File: src/rtl/fetch_pkg.sv
// Shared types and constants for the instruction-fetch stage.
// A fetch entry pairs an instruction word with the address it was read from.
package fetch_pkg;

    localparam int XLEN  = 32;
    localparam int INS_W = 32;
    localparam logic [XLEN-1:0] PC_STEP = 32'd4;

    typedef struct packed {
        logic [XLEN-1:0]  pc;
        logic [INS_W-1:0] ins;
    } fetch_entry_t;

    // Instructions are word aligned, so the low two bits of any target are dropped.
    function automatic logic [XLEN-1:0] align_pc(input logic [XLEN-1:0] addr);
        return {addr[XLEN-1:2], 2'b00};
    endfunction

endpackage

File: src/rtl/fetch_fifo.sv
// Fetch buffer between the PC/request logic and decode.
// Flush (reset or redirect) wins over push and pop in the same cycle.
import fetch_pkg::*;

module fetch_fifo #(
    parameter  int DEPTH = 2,
    localparam int PTR_W = $clog2(DEPTH),
    localparam int CNT_W = $clog2(DEPTH + 1)
) (
    input  logic               clk_i,
    input  logic               flush_i,
    input  logic               push_i,
    input  fetch_entry_t       push_data_i,
    input  logic               pop_i,
    output logic [CNT_W-1:0]   count_o,
    output fetch_entry_t       head_o
);

    logic [PTR_W-1:0] wr_ptr_q, wr_ptr_d;
    logic [PTR_W-1:0] rd_ptr_q, rd_ptr_d;
    logic [CNT_W-1:0] count_q, count_d;
    fetch_entry_t     mem_q [DEPTH];

    // DEPTH is a power of two, so pointers wrap by plain overflow.
    always_comb begin
        wr_ptr_d = wr_ptr_q;
        rd_ptr_d = rd_ptr_q;
        count_d  = count_q;
        if (flush_i) begin
            wr_ptr_d = '0;
            rd_ptr_d = '0;
            count_d  = '0;
        end else begin
            if (push_i) begin
                wr_ptr_d = wr_ptr_q + PTR_W'(1);
            end
            if (pop_i) begin
                rd_ptr_d = rd_ptr_q + PTR_W'(1);
            end
            case ({push_i, pop_i})
                2'b10:   count_d = count_q + CNT_W'(1);
                2'b01:   count_d = count_q - CNT_W'(1);
                default: count_d = count_q;
            endcase
        end
    end

    always_ff @(posedge clk_i) begin
        wr_ptr_q <= wr_ptr_d;
        rd_ptr_q <= rd_ptr_d;
        count_q  <= count_d;
    end

    always_ff @(posedge clk_i) begin
        if (push_i && !flush_i) begin
            mem_q[wr_ptr_q] <= push_data_i;
        end
    end

    assign count_o = count_q;
    assign head_o  = mem_q[rd_ptr_q];

endmodule

File: src/rtl/fetch_unit.sv
// Instruction-fetch stage: owns the PC, issues one read per cycle when the
// buffer can absorb the return, and hands {pc, ins} pairs to decode.
import fetch_pkg::*;

module fetch_unit #(
    parameter logic [31:0] RESET_PC   = 32'h0000_0000,
    parameter int          FIFO_DEPTH = 2
) (
    input  logic        clk,
    input  logic        rst,
    output logic [31:0] PC_o,
    input  logic [31:0] ins,
    input  logic        redirect_valid,
    input  logic [31:0] redirect_pc,
    output logic        id_valid,
    input  logic        id_ready,
    output logic [31:0] id_pc,
    output logic [31:0] id_ins
);

    localparam int CNT_W = $clog2(FIFO_DEPTH + 1);

    logic [XLEN-1:0] pc_q, pc_d;
    logic            req_q, req_d;
    logic [XLEN-1:0] req_pc_q, req_pc_d;

    logic             pop;
    logic             push;
    logic             flush;
    logic             issue;
    logic [CNT_W-1:0] fifo_count;
    logic [CNT_W:0]   occupancy;
    fetch_entry_t     push_entry;
    fetch_entry_t     head_entry;

    // Decode handshake: an entry transfers in any cycle where id_valid and
    // id_ready are both high; while id_valid & ~id_ready the head is held
    // unchanged. A redirect hides the head so nothing stale is consumed.
    assign id_valid = (fifo_count != '0) && !redirect_valid;
    assign pop      = id_valid && id_ready;
    assign push     = req_q;
    assign flush    = rst || redirect_valid;

    // Slots committed after this cycle: buffered entries plus the return now
    // arriving, minus the one leaving. A new fetch needs one more free slot.
    assign occupancy = {1'b0, fifo_count} + (CNT_W + 1)'(req_q) - (CNT_W + 1)'(pop);
    assign issue     = !rst && !redirect_valid && (occupancy < (CNT_W + 1)'(FIFO_DEPTH));

    always_comb begin
        pc_d     = pc_q;
        req_d    = 1'b0;
        req_pc_d = req_pc_q;
        if (redirect_valid) begin
            pc_d = align_pc(redirect_pc);
        end else if (issue) begin
            req_d    = 1'b1;
            req_pc_d = pc_q;
            pc_d     = pc_q + PC_STEP;
        end
    end

    always_ff @(posedge clk) begin
        if (rst) begin
            pc_q     <= RESET_PC;
            req_q    <= 1'b0;
            req_pc_q <= '0;
        end else begin
            pc_q     <= pc_d;
            req_q    <= req_d;
            req_pc_q <= req_pc_d;
        end
    end

    assign push_entry.pc  = req_pc_q;
    assign push_entry.ins = ins;

    fetch_fifo #(
        .DEPTH (FIFO_DEPTH)
    ) u_fifo (
        .clk_i       (clk),
        .flush_i     (flush),
        .push_i      (push),
        .push_data_i (push_entry),
        .pop_i       (pop),
        .count_o     (fifo_count),
        .head_o      (head_entry)
    );

    assign PC_o   = pc_q;
    assign id_pc  = head_entry.pc;
    assign id_ins = head_entry.ins;

endmodule

File: config.mk
export PLATFORM = sky130hd
export DESIGN_NAME = fetch_unit
export DESIGN_NICKNAME = d
export VERILOG_FILES = /design/src/rtl/fetch_pkg.sv /design/src/rtl/fetch_fifo.sv /design/src/rtl/fetch_unit.sv
export SDC_FILE = /design/constraint.sdc
export NUM_CORES = 1
export LEC_CHECK = 0
export BUFFER_PORTS_ARGS = -buffer_cell sky130_fd_sc_hd__buf_2
export CAP_MARGIN = 20
export CORE_MARGIN = 2
export CORE_UTILIZATION = 49
export CTS_CLUSTER_SIZE = 10
export DETAILED_ROUTE_END_ITERATION = 16
export PLACE_DENSITY = 0.78
export SLEW_MARGIN = 20
export SYNTH_ARGS = -nofsm -noshare
export SYNTH_HDL_FRONTEND = slang
export SYNTH_SLANG_ARGS = --single-unit
File: constraint.sdc
create_clock -name clk -period 8 [get_ports clk]
set_clock_uncertainty 0.15 [all_clocks]
set_input_delay 1.6 -clock clk [delete_from_list [all_inputs] [get_ports clk]]
set_output_delay 1.6 -clock clk [all_outputs]
set_load 0.05 [all_outputs]
==> metrics.cfg <==
[detailed_routing]
num_vias = 5195
ant_nets = 0
wl_per_cell_um = 17.0
drtPass1Iterations = 6
drcViolationCount = 0
met3_wirelength_um = 1100
met2WireLength_um = 7970
dr.max_layer_used = met4
wirelength_met1_um = 7120
vias_per_cell = 5.38
drt_iter0_markers = 341
wirelength_um = 16400

[critical_path]
cp.arrival_ps = 5260
cp_max_fo = 48
reg2reg_from = u_fifo.count_o[1]$_SDFFE_PP0P_
slowest_delay_ps = 620
crit_slowest_cell = inv_2
crit_path_cell_trace = buf_2 -> nor2_1 -> and2_1 -> ha_1 -> nand2b_1 -> fa_1 -> xnor2_1 -> nand3_2 -> inv_2 -> nand3_1 -> or3_1 -> a31oi_1
r2r_cells = 12
rrSetupSlack_ps = 4240
r2r-end = PC_o[11]$_SDFFE_PP0P_
crit_type = input port to register
worstPathRequired_ps = 8200
startpoint_type = input port
crit_buf_inv = 2
cp-end-kind = register
cp_top_family = simple AND/OR/NAND/NOR gates
startpoint = redirect_valid

[clocking]
cts_resized = 0
cts_tree = built
cts_buffers = 17
cts_hold_buf = 0
htree_num_levels = 4
clk_pin_slew_ps = 70
post_cts_buffers = 0
cts_buffer_depth = 2
clk_latency_ps = 430
clock-sinks = 190
cts-root-buf = clkbuf_16

[floorplan]
die_w_um = 129
die-area_um2 = 16800
coreArea_um2 = 15300
die_h_um = 129
initial_utilization = 0.504
rows = 45
io-pin-count = 165

[pwr]
leakagePower_uw = 0.00344
ir_drop_uv = 150
power.density_nw_per_um2 = 227

[yosys]
yosysTopAreaCell = edfxtp_1
synth.distinct_cells = 55
synth.most_common_cell = edfxtp_1
synthesis.area_um2 = 7710
ys_ff_latch = 190
yosysSeqAreaShare = 0.654
syn_area_per_cell_um2 = 13.0
yosys.area.top_type_share = 0.483
synthTopCellsByArea = edfxtp_1 (48%), dfxtp_1 (17%), mux2_2 (9.3%), nand2_1 (4.1%), a21oi_1 (2.9%)
synth_flop_cell = edfxtp_1
syn_inst = 595
async_flop_share = 0
synthTopCellsByCount = edfxtp_1 (124), nand2_1 (85), dfxtp_1 (66)
ys.warnings.count = 0
synth_edf_count = 124

[place]
io_buffer_count = 158
dp.cells = 931
place.gp.congestion = 0.806
dp_hpwl_um = 10700

[grt]
grt.overflow.total = 0
antenna_found_initial = 2
grt_max_degree = 63
grt_pass1_wl_um = 25200
grt_usage = 0.196
grt_pass1_vias = 4943

[timing]
hold_viol_final = 0
rsz0062_at_grt = no
fmax_mhz = 198
setup_violations = 0
setup_tns_ps = 0
maxSlewViolCount = 0
period_needed_ps = 5060
slew_headroom = 0.346
tightest_slew_ps = 973
period_share = 0.632

[final_layout]
nNetsFinal = 811
final_cells = 965
drive_above_1_share = 0.367
area_delta_synth_final_pct = 19.1

[job]
maxCapViolCount = 0

[min_path]
min_path_type = register to register
hp-start = req_pc_q[15]$_SDFFE_PP0P_
hold_end = u_fifo.mem_q[0][47]$_DFFE_PP_
min_delay_path_depth = 0

[status]
status = complete, no violations

## registers in the layout (all words and copies together) (netlist names), named ones only
register	flops
u_fifo.rd_ptr_q	1
req_pc_q	30
u_fifo.count_o	2
PC_o	30
u_fifo.wr_ptr_q	1
push	1
u_fifo.mem_q	124
## metal layers
layer | vias to the layer above | track usage
li1 | 2472 | -
met1 | 2514 | 0.254
met2 | 190 | 0.318
met3 | 19 | 0.0508
met4 | 0 | 0.0791
met5 | - | 0
## layout make-up
cell class,count,area (µm²)
clock buffers,19,453
flip-flops and latches,190,5050
multi-input cells,359,2430
fillers,1282,6130
repair buffers,162,823
diodes,2,5.00
clock inverters,13,130
well taps,211,264
inverters,9,33.8
## report_power, final
part	switching, µW	internal, µW	total (µW)
Clock	369	453	822
Combinational	122	48.9	171
Sequential	25.0	1060	1090
## how the worst max path moves through the flow
stage,end,slack (ps),depth (start not counted)
6_report,PC_o[11]$_SDFFE_PP0P_,2940,12
5_1_grt,PC_o[11]$_SDFFE_PP0P_,2690,12
4_1_cts,PC_o[11]$_SDFFE_PP0P_,2980,12
3_5_place_dp,PC_o[11]$_SDFFE_PP0P_,2570,12
3_3_place_gp,PC_o[11]$_SDFFE_PP0P_,2740,12
2_1_floorplan,u_fifo.mem_q[0][0]$_DFFE_PP_,1910,3
## cells by family after synthesis
family | count (synthesis) | synth area share
adder cells (fa/ha/maj) | 4 | 0.00746
XOR/XNOR | 14 | 0.0159
AND/OR/NAND/NOR | 173 | 0.117
multiplexers | 65 | 0.0947
flip-flops | 190 | 0.654
other | 1 | 0.000486
AO/OA/AOI/OAI | 99 | 0.0762
buffers and inverters | 49 | 0.0346
## layout by cell type, fill, tap and decap left out, drive strengths merged, types with 2 or more instances in the layout
cell type and n:
buf 162, edfxtp 124, nand2 86, dfxtp 66
mux2 64, a21oi 44, clkbuf 19, a31oi 18
inv 15, nor2 13, and2 13, xnor2 13
nand3 13, nor3 12, o21ai 10, and3 10
o211ai 8, o22ai 7, nand4 6, nor4 5
a22oi 4, conb 4, clkinv 4, and4 4
ha 3, nor3b 3, diode 2, or4 2
or3 2, a32oi 2, a2bb2oi 2, nand4b 2
clkinvlp 2
## worst reg2reg max path, stage by stage (launching register included)
cell      delay (ps)
dfxtp_1          460
nor2_1            70
nor2_1           110
and2_1           220
ha_1             250
nand2b_1         160
fa_1             400
xnor2_1          270
nand3_2          120
inv_2            620
nand3_1          290
or3_1            380
a31oi_1          160
## through the flow
step	setup WS, ps	total power (µW)	util	hold WS, ps	area, µm²
2_1_floorplan	1910	1230	-	275	7730
3_3_place_gp	2740	1270	0.561	281	8600
3_5_place_dp	2570	1280	0.561	287	8600
4_1_cts	2980	2100	0.599	305	9180
5_1_grt	2690	2150	0.600	326	9180
6_report	2940	2080	0.600	303	9190
Note: power is estimated with default switching activity, not from simulation.
